### config.mk
export PLATFORM = sky130hd
export DESIGN_NAME = mux_n_pipe
export DESIGN_NICKNAME = d
export VERILOG_FILES = /design/src/rtl/mux_n_pipe.sv
export SDC_FILE = /design/constraint.sdc
export NUM_CORES = 1
export LEC_CHECK = 0
export ABC_AREA = 1
export BUFFER_PORTS_ARGS = -buffer_cell sky130_fd_sc_hd__buf_2
export CAP_MARGIN = 0
export CORE_MARGIN = 8
export CORE_UTILIZATION = 49
export CTS_BUF_LIST = sky130_fd_sc_hd__clkbuf_8 sky130_fd_sc_hd__clkbuf_16
export CTS_CLUSTER_DIAMETER = 150
export CTS_CLUSTER_SIZE = 28
export DETAILED_ROUTE_END_ITERATION = 10
export PLACE_DENSITY = 0.78
export SETUP_SLACK_MARGIN = 0.15
export SYNTH_ARGS = -nofsm -noshare
export SYNTH_HDL_FRONTEND = slang
export SYNTH_SLANG_ARGS = --single-unit
### constraint.sdc
create_clock -name clk -period 1.68 [get_ports clk]
set_input_delay 0.084 -clock clk [delete_from_list [all_inputs] [get_ports clk]]
set_output_delay 0.084 -clock clk [all_outputs]
set_load 0.01 [all_outputs]
### src/rtl/mux_n_pipe.sv
// mux_n_pipe: N-input operand selector with a registered valid/ready output,
// a 2-entry skid buffer for downstream stalls, a synchronous flush, and
// illegal-selector detection that drives zero data plus a saturating error count.
module mux_n_pipe #(
   parameter int unsigned WIDTH       = 32,
   parameter int unsigned N_ENTRADAS  = 4,
   parameter int unsigned MAPA_LEGADO = 0,
   localparam int unsigned SEL_W      = (N_ENTRADAS > 2) ? $clog2(N_ENTRADAS) : 1
) (
   input  logic                        clk,
   input  logic                        reset_n,
   input  logic [SEL_W-1:0]            seletor,
   input  logic [N_ENTRADAS*WIDTH-1:0] entradas,
   input  logic                        valid_in,
   output logic                        ready_out,
   input  logic                        flush,
   output logic [WIDTH-1:0]            saida,
   output logic                        valid_out,
   input  logic                        ready_in,
   output logic                        erro_sel,
   output logic [15:0]                 cont_erros
);

   // The legacy map only exists for the 3-input build: codes 01 and 10 are swapped.
   localparam bit LEGADO3 = (MAPA_LEGADO != 0) && (N_ENTRADAS == 3);

   typedef enum logic [1:0] {
      VAZIO = 2'd0,
      UM    = 2'd1,
      CHEIO = 2'd2
   } estado_t;

   estado_t           estado_q, estado_d;
   logic [WIDTH-1:0]  saida_q, saida_d;
   logic              erro_q, erro_d;
   logic [WIDTH-1:0]  skid_dado_q, skid_dado_d;
   logic              skid_erro_q, skid_erro_d;
   logic              ready_q, ready_d;
   logic [15:0]       cont_q, cont_d;

   logic [WIDTH-1:0]  sel_dado;
   logic              sel_erro;
   logic [31:0]       idx_bruto;
   logic [31:0]       idx;
   logic              aceita;
   logic              transf;

   // Decode the selector into an input index and pick that word (zero if illegal).
   always_comb begin
      sel_dado  = '0;
      sel_erro  = 1'b1;
      idx_bruto = 32'(seletor);
      idx       = idx_bruto;
      if (LEGADO3) begin
         if (idx_bruto == 32'd1) begin
            idx = 32'd2;
         end else if (idx_bruto == 32'd2) begin
            idx = 32'd1;
         end
      end
      for (int unsigned k = 0; k < N_ENTRADAS; k++) begin
         if (idx == k) begin
            sel_dado = entradas[k*WIDTH +: WIDTH];
            sel_erro = 1'b0;
         end
      end
   end

   // Occupancy state machine: output register first, skid second, strict FIFO order.
   always_comb begin
      estado_d    = estado_q;
      saida_d     = saida_q;
      erro_d      = erro_q;
      skid_dado_d = skid_dado_q;
      skid_erro_d = skid_erro_q;
      cont_d      = cont_q;
      aceita      = valid_in && ready_q;
      transf      = (estado_q != VAZIO) && ready_in;

      if (flush) begin
         // Flush drops any offered beat uncounted; saida data is left untouched.
         estado_d    = VAZIO;
         erro_d      = 1'b0;
         skid_erro_d = 1'b0;
      end else begin
         if (aceita && sel_erro && (cont_q != '1)) begin
            cont_d = cont_q + 16'd1;
         end
         case (estado_q)
            VAZIO: begin
               if (aceita) begin
                  saida_d  = sel_dado;
                  erro_d   = sel_erro;
                  estado_d = UM;
               end
            end
            UM: begin
               if (aceita && transf) begin
                  saida_d = sel_dado;
                  erro_d  = sel_erro;
               end else if (aceita) begin
                  skid_dado_d = sel_dado;
                  skid_erro_d = sel_erro;
                  estado_d    = CHEIO;
               end else if (transf) begin
                  erro_d   = 1'b0;
                  estado_d = VAZIO;
               end
            end
            CHEIO: begin
               if (transf) begin
                  saida_d  = skid_dado_q;
                  erro_d   = skid_erro_q;
                  estado_d = UM;
               end
            end
            default: begin
               erro_d   = 1'b0;
               estado_d = VAZIO;
            end
         endcase
      end

      // ready_out is a flop, so it is computed from the next state rather than ready_in.
      ready_d = (estado_d != CHEIO);
   end

   // State and datapath registers with synchronous active-low reset.
   always_ff @(posedge clk) begin
      if (!reset_n) begin
         estado_q    <= VAZIO;
         saida_q     <= '0;
         erro_q      <= 1'b0;
         skid_dado_q <= '0;
         skid_erro_q <= 1'b0;
         ready_q     <= 1'b1;
         cont_q      <= '0;
      end else begin
         estado_q    <= estado_d;
         saida_q     <= saida_d;
         erro_q      <= erro_d;
         skid_dado_q <= skid_dado_d;
         skid_erro_q <= skid_erro_d;
         ready_q     <= ready_d;
         cont_q      <= cont_d;
      end
   end

   assign saida      = saida_q;
   assign valid_out  = (estado_q != VAZIO);
   assign ready_out  = ready_q;
   assign erro_sel   = erro_q;
   assign cont_erros = cont_q;

endmodule

==> flow_metrics.tcl, run 1 <==
set metrics [dict create \
    synthAdderAreaFrac 0 \
    num_vias 5023 \
    drtIter0Drc 244 \
    cts_tree "built" \
    cts_resized 0 \
    fin_crit_ns 1.40 \
    rsz0062_at_grt "no" \
    dpl.hpwl_mm 10.4 \
    syn_nets 824 \
    netlist_area_sq_um 4500 \
    gp_congestion 0.831 \
    cts_setup_buffers 0 \
    clock_sinks 85 \
    power_density_nw_per_um2 805 \
    max_stage_delay_ns 0.41 \
    internal-power_mw 3.31 \
    numCtsBuffers 9 \
    worst_slew_pin_slew_ns 0.546 \
    ys_ff_latch 85 \
    synthMuxAreaShare 0 \
    worstPathMaxFanout 32 \
    crit_type "reg2reg" \
    grt_pass1_wl_mm 23.5 \
    vias_per_cell 5.17 \
    slowest_stage "dfxtp_2" \
    drv_slew 0 \
    vdd_drop_max_v 0.000351 \
    synth_xor_area_frac 0 \
    required_ns 1.94 \
    final_core_util 0.632 \
    cp-end-kind "register" \
    seq_area_sq_um 1700 \
    synth_top_family_by_area "simple AND/OR/NAND/NOR gates" \
    fmax_mhz 716 \
    rows 35 \
    crit_buf_inv 2 \
    slew_headroom 0.636 \
    timing.hold.ws_ns 0.0640 \
    seq_area_frac_synth 0.378 \
    wl_per_cell_microns 14.8 \
    clock_power_share 0.360 \
    yosysUniqueCellTypes 21 \
    wl_mm 14.3 \
    drive_gt1_frac 0.279 \
    grt_max_degree 66 \
    cts_root_buffer "clkbuf_8" \
    status "completed" \
    antenna_found_initial 0 \
    cp_top_family "simple AND/OR/NAND/NOR gates" \
    seqPwrFrac 0.462 \
    period_share 0.831 \
    fin_nets 990 \
    synth_area_leaders "dfxtp_1 38%, nand2_1 13%, nor2_1 11%" \
    setup_violations 0 \
    die_area_sq_um 12500 \
    p_comb_frac 0.178 \
    avgSynthCellArea_sq_um 6.53 \
    synth_compound_area_frac 0.167 \
    drcViolationCount 0 \
    synthCells 689 \
    setup_tns_ns 0 \
    grt_overflow_total 0 \
    holdCritPathClass "in2reg" \
    diodes 0 \
    cap_viol_max_count 0 \
    coreArea_sq_um 9060 \
    clk_pin_slew_worst_paths_ns 0.09 \
    postCtsHoldBufs 0 \
    synth_top_area_share 0.378 \
    switchingPower_mw 1.31 \
    yosys_warnings 0 \
    die_w_microns 112 \
    leakage_nw 2.95 \
    start_kind "register" \
    worstPathCellList "inv_2, nand3_1, nand2_2, nor2_8, buf_12, nand2_1, nor2_1, nor2_1" \
    grt_usage 0.227 \
    h-tree-depth 3 \
    cp.arrival_ns 1.65 \
    fillers 831 \
    cpMostUsedCell "nor2_1" \
    die_h_microns 112 \
    finClkSkew_ns 0.00771 \
    initial_core_util 0.496 \
    ant_nets 0 \
    grt_pass1_vias 4966 \
    drt_first_pass_iters 5 \
    clockBufferDepth 2 \
    areaGrowthSynthToFinish_pct 27.3 \
    io_pins 186 \
    clock_latency_ns 0.35 \
    swShare 0.283 \
    io_buffers 185 \
    layout_common_cells "185 x buf_2, 155 x nand2_1, 136 x nor2_1" \
    yosys.area_share.simple 0.377 \
    final_common_cell "buf_2" \
    multi_input_area_sq_um 2450 \
    synth_area_leader_cell "dfxtp_1" \
    hold_violations 0 \
]
-- Yosys cell counts --
library cell / count
a211oi_1: 1
a21oi_1: 35
buf_2: 21
buf_4: 5
buf_6: 4
clkbuf_1: 17
dfxtp_1: 85
inv_1: 23
inv_2: 3
nand2_1: 155
nand2_2: 4
nand3_1: 66
nor2_1: 136
nor2_2: 1
nor2_4: 2
nor2_8: 1
o21ai_0: 64
o21ai_1: 2
o21bai_1: 32
or2_1: 23
or2_2: 9
-- cells by family after synthesis --
family / count (synthesis)
DFF: 85
buffers and inverters: 73
AOI/OAI and AO/OA: 134
and+or+nand+nor: 397
-- state kept, by name, summed over array words and instances (netlist names) --
| signal | flops |
|---|---|
| cont_erros | 16 |
| skid_erro_q | 1 |
| erro_sel | 1 |
| skid_dado_q | 32 |
| ready_out | 1 |
| estado_q | 2 |
| saida | 32 |
-- metal layers --
metal  part of all wire  vias up  GRT usage
met4              0.017        0     0.0711
li1                   -     2542          -
met2               0.49      192      0.401
met5                  0        -          0
met1               0.42     2273      0.261
met3              0.071       16     0.0601
-- cell type report --
class / instances / area share
multi-input cells: 531 / 0.429
flip-flops and latches: 85 / 0.298
repair buffers: 202 / 0.193
well taps: 111 / 0.0242
clock buffers: 9 / 0.0216
clock inverters: 7 / 0.0183
inverters: 26 / 0.0170
-- worst register-to-register path, delay by kind of cell (launching register included) --
family / cells / cell delay, ns
AND/OR/NAND/NOR: 6 / 0.64
buffers and inverters: 2 / 0.26
flip-flops: 1 / 0.41
-- power groups by stage --
stage	clock network, mW	registers (mW)	logic, mW
final	1.66	2.13	0.821
after floorplan	0	2.20	0.450
after global placement	0	2.17	0.794
after detailed placement	0	2.18	0.818
after global routing	1.78	2.14	0.922
after CTS	1.69	2.13	0.820
-- stage by stage --
| step | cells | power, mW | area [sq um] | worst slack [ns] |
|---|---|---|---|---|
| floorplan | 689 | 2.65 | 4500 | 0.419 |
| global placement | 955 | 2.97 | 5500 | 0.254 |
| detailed placement | 955 | 3.00 | 5500 | 0.192 |
| CTS | 971 | 4.65 | 5730 | 0.213 |
| global route | 971 | 4.84 | 5730 | 0.170 |
| finish | 971 | 4.61 | 5730 | 0.284 |
-- final timing paths --
kind / startpoint / endpoint / slack, ns / cells after the start
setup / recovery: estado_q[0] / saida[8] / 0.28 / 8
hold / removal: entradas[112] / skid_dado_q[16] / 0.06 / 4
setup reg to reg: estado_q[0] / saida[8] / 0.28 / 8
hold reg to reg: cont_erros[8] / cont_erros[8] / 0.43 / 2
No activity file was read; power rests on OpenSTA's default activity.
==> inputs of run 2 (changes only) <==
Clock period 1.68 ns to 1.3 ns, I/O delays scaled along.
==> run 2 against run 1 <==
Highest routed layer unchanged. Sequential power increased by 30%. First-iteration DRC count grew 36%. Clock power is 17% higher. Register-to-register slack worse by 0.38 ns. The run now ends with setup timing left. Critical endpoint is now saida[24]. Largest cell class unchanged. Worst hold slack better by 0.011 ns.
==> flow_metrics.tcl, run 2 (same netlist as run 1, synthesis figures left out) <==
set metrics [dict create \
    worst_slew_pin_slew_ns 0.330 \
    fin_crit_ns 1.39 \
    power_mw 5.95 \
    clock_sinks 85 \
    fmax_mhz 717 \
    clock_latency_ns 0.34 \
    violations "setup timing" \
    rsz0062_at_grt "yes" \
    fin_cells 995 \
    wl_mm 15.7 \
    grt_max_degree 49 \
    die_area_sq_um 12500 \
    slew_headroom 0.780 \
    drv_slew 0 \
    cts_root_buffer "clkbuf_8" \
    antenna_found_initial 0 \
    diodes 0 \
    drt_first_pass_iters 8 \
    cap_viol_max_count 0 \
    cts_tree "built" \
    grt_pass1_vias 5380 \
    power_density_nw_per_um2 922 \
    final_core_util 0.712 \
    initial_core_util 0.496 \
    post-place-cells 965 \
    setup_violations 64 \
    drive_gt1_frac 0.380 \
    timing.hold.ws_ns 0.0746 \
    required_ns 1.54 \
    die_w_microns 112 \
    vias_per_cell 5.30 \
    wl_per_cell_microns 15.7 \
    io_buffers 185 \
    crit_type "reg2reg" \
    holdCritPathClass "in2reg" \
    p_comb_frac 0.210 \
    grt_usage 0.237 \
    dpl.hpwl_mm 10.7 \
    num_vias 5273 \
    final_common_cell "buf_2" \
    start_kind "register" \
    die_h_microns 112 \
    clockBufferDepth 2 \
    grt_overflow_total 0 \
    layout_common_cells "184 x buf_2, 147 x nand2_1, 130 x nor2_1" \
    cp-end-kind "register" \
    numCtsBuffers 9 \
    leakage_nw 3.22 \
    coreArea_sq_um 9060 \
    grt_pass1_wl_mm 24.6 \
    cp.arrival_ns 1.63 \
    io_pins 186 \
    finClkSkew_ns 0.00630 \
    swShare 0.300 \
    areaGrowthSynthToFinish_pct 43.3 \
    drcViolationCount 0 \
    worstPathMaxFanout 5 \
    hold-path-cell-count 4 \
    period_share 1.07 \
    fin_nets 1014 \
    hold_violations 0 \
    rows 35 \
    status "finished with violations" \
    internal-power_mw 4.17 \
    fillers 753 \
    ant_nets 0 \
    switchingPower_mw 1.78 \
    clk_pin_slew_worst_paths_ns 0.09 \
    setup_tns_ns -3.15 \
    gp_congestion 0.820 \
    clock_power_share 0.326 \
    vdd_drop_max_v 0.000426 \
    fin_ws_ns -0.0944 \
    worstRegToRegCells 8 \
    seqPwrFrac 0.465 \
    h-tree-depth 3 \
    drtIter0Drc 331 \
]
## run 2: path summary, 6_finish.rpt
kind	start	end	slack (ns)
max	estado_q[1]	saida[24]	-0.09
min reg2reg	cont_erros[8]	cont_erros[8]	0.43
max reg2reg	estado_q[1]	saida[24]	-0.09
min	entradas[122]	skid_dado_q[26]	0.07
## run 2: per-stage QoR
stage               worst slack [ns]  instance area, sq um
floorplan                      0.121                  4560
global placement              0.0229                  5720
detailed placement           -0.0197                  5720
CTS                          -0.0449                  6150
global route                  -0.164                  6450
finish                       -0.0944                  6450
## run 2: power by group through the flow
stage	combinational, mW	clock, mW	sequential [mW]
after detailed placement	1.11	0	2.82
final	1.25	1.94	2.76
after floorplan	0.588	0	2.85
after CTS	1.15	1.97	2.76
after global routing	1.38	2.08	2.77
after global placement	1.08	0	2.81
## run 2: final cells by class
type                            instances  area, sq um  share of cell area
Multi-Input combinational cell        531         2750               0.427
Sequential cell                        85         1710               0.265
Timing Repair Buffer                  226         1540               0.239
Tap cell                              111          139              0.0215
Clock buffer                            9          124              0.0192
Inverter                               26          105              0.0163
Clock inverter                          7         80.1              0.0124
## run 2: timing repair
item,CTS,global route
buffers inserted,4,3
setup endpoints to repair,65,68
hold buffers,0,0
pin swaps,17,27
gates resized for setup,62,49
cloned,2,5
## run 2: worst max-delay path, stage by stage (launching register included)
cell       delay (ns)
dfxtp_4          0.38
a21oi_2          0.16
nand2_2          0.11
nor2_8           0.18
buf_12           0.14
clkbuf_16        0.14
nand2_1          0.05
nor2_1           0.08
nor2_1           0.04
## run 2: routing by layer
metal | routed length (microns) | global-route usage | up-vias
met5 | 0 | 0 | -
met4 | 496 | 0.108 | 0
met3 | 1140 | 0.0595 | 42
met2 | 7600 | 0.405 | 222
met1 | 6420 | 0.272 | 2413
li1 | - | - | 2596
==> inputs of run 3 (changes only) <==
Settings changed: CORE_ASPECT_RATIO set to 2, CORE_UTILIZATION 49 to 40, PLACE_DENSITY 0.78 to 0.65.
Clock period 1.3 ns to 1.5 ns, I/O delays scaled along.
==> run 3 against run 2 <==
The flow now finishes without violations. Worst hold slack gained 0.0060 ns. Final cell count up 3.4%. First-iteration DRC count fell by 32%. Maximum frequency fell by 1.8%. Clock power is 20% higher. Routed wire length down 0.82%. Worst setup slack improved by 0.18 ns.
==> flow_metrics.tcl, run 3 (same netlist as run 1, synthesis figures left out) <==
set metrics [dict create \
    wl_per_cell_microns 15.1 \
    rows 55 \
    fillers 1105 \
    setup_tns_ns 0 \
    fin_crit_ns 1.42 \
    swShare 0.274 \
    clock_latency_ns 0.34 \
    cp-end-kind "register" \
    io_pins 186 \
    switchingPower_mw 1.58 \
    drcViolationCount 0 \
    rsz0062_at_grt "yes" \
    status "completed" \
    slew_headroom 0.664 \
    grt_max_degree 66 \
    hold_violations 0 \
    seqPwrFrac 0.415 \
    fin_nets 1017 \
    start_kind "register" \
    holdCritPathClass "in2reg" \
    die_w_microns 91.0 \
    fmax_mhz 705 \
    die_area_sq_um 15100 \
    worst_slew_pin_slew_ns 0.504 \
    coreArea_sq_um 11100 \
    max_stage_delay_ns 0.39 \
    clockBufferDepth 2 \
    finClkSkew_ns 0.00654 \
    dpl.hpwl_mm 10.7 \
    antenna_found_initial 1 \
    wl_mm 15.5 \
    slowest_stage "dfxtp_4" \
    power_mw 5.76 \
    grt_pass1_vias 4979 \
    clock_sinks 85 \
    initial_core_util 0.404 \
    numCtsBuffers 9 \
    die_h_microns 166 \
    grt_usage 0.199 \
    drtIter0Drc 226 \
    cts_tree "built" \
    ant_nets 0 \
    h-tree-depth 3 \
    power_density_nw_per_um2 901 \
    num_vias 4984 \
    io_buffers 185 \
    gp_congestion 0.807 \
    vias_per_cell 4.84 \
    cap_viol_max_count 0 \
    leakage_nw 3.26 \
    drv_slew 0 \
    p_comb_frac 0.182 \
    final_common_cell "buf_2" \
    diodes 0 \
    drt_first_pass_iters 4 \
    grt_overflow_total 0 \
    required_ns 1.73 \
    cp.arrival_ns 1.65 \
    clk_pin_slew_worst_paths_ns 0.07 \
    worstPathMaxFanout 7 \
    clock_power_share 0.403 \
    internal-power_mw 4.18 \
    period_share 0.946 \
    drive_gt1_frac 0.324 \
    worstPathCellList "inv_6, nor2_4, nand2_2, nand2_4, nor2_8, buf_12, clkbuf_16, o21bai_1, nor2_1" \
    grt_pass1_wl_mm 24.8 \
    cts_root_buffer "clkbuf_16" \
    crit_buf_inv 3 \
    setup_violations 0 \
    cp_top_family "simple AND/OR/NAND/NOR gates" \
    layout_common_cells "185 x buf_2, 150 x nand2_1, 134 x nor2_1" \
    crit_type "reg2reg" \
    areaGrowthSynthToFinish_pct 42.0 \
    vdd_drop_max_v 0.000784 \
]
==> run 3: cell count changes in the layout (fill, tap and decap cells not counted), sizes merged <==
cell and delta:
buf +2, clkinvlp -1, clkbuf +2
==> run 3: power by group through the flow <==
stage	sequential (mW)	clock, mW	combinational (mW)
CTS	2.39	2.35	0.993
global placement	2.44	0	0.927
finish	2.39	2.32	1.05
detailed placement	2.44	0	0.937
global route	2.40	2.44	1.18
floorplan	2.47	0	0.504
==> run 3: layout make-up <==
cell class	instances	area (sq um)	share of cell area
multi-input combinational	531	2550	0.399
sequential	85	1710	0.268
timing repair buffer	229	1540	0.241
clock buffer	10	239	0.0374
tap	142	178	0.0278
inverter	26	105	0.0165
clock inverter	6	68.8	0.0108
==> run 3: final timing paths <==
check	from	end	slack [ns]	cells after the start
max reg2reg	estado_q[1]	saida[0]	0.08	9
max	estado_q[1]	saida[0]	0.08	9
min reg2reg	cont_erros[11]	cont_erros[11]	0.42	2
min	entradas[126]	skid_dado_q[30]	0.08	4
==> run 3: worst register-to-register path: stages (launching register included) <==
cell and delay (ns):
dfxtp_4 0.39, inv_6 0.05, nor2_4 0.13, nand2_2 0.10, nand2_4 0.10, nor2_8 0.08, buf_12 0.14, clkbuf_16 0.15
o21bai_1 0.13, nor2_1 0.06
==> run 3: what timing repair did <==
| item | 4_1_cts | 5_1_grt |
|---|---|---|
| resized for setup | 27 | 36 |
| pin swaps | 3 | 42 |
| gates cloned | 3 | 5 |
| hold buffers | 0 | 0 |
| setup endpoints to repair | 63 | 64 |
| buffers inserted | 8 | 5 |
==> run 3: metrics by stage <==
step | utilization | hold slack [ns] | area, sq um | std cells | worst slack [ns]
2_1_floorplan | - | 0.234 | 4500 | 689 | 0.239
3_3_place_gp | 0.504 | 0.405 | 5620 | 992 | 0.0946
3_5_place_dp | 0.504 | 0.413 | 5620 | 992 | 0.0707
4_1_cts | 0.551 | 0.0601 | 6140 | 1019 | 0.129
5_1_grt | 0.573 | 0.0982 | 6390 | 1029 | 0.00129
6_report | 0.573 | 0.0806 | 6390 | 1029 | 0.0807
==> run 3: per-layer routing <==
layer | global-route usage | up-vias | part of all wire
li1 | - | 2599 | -
met1 | 0.239 | 2196 | 0.43
met2 | 0.331 | 173 | 0.48
met3 | 0.0598 | 14 | 0.076
met4 | 0.0560 | 2 | 0.012
met5 | 0 | - | 0.00052
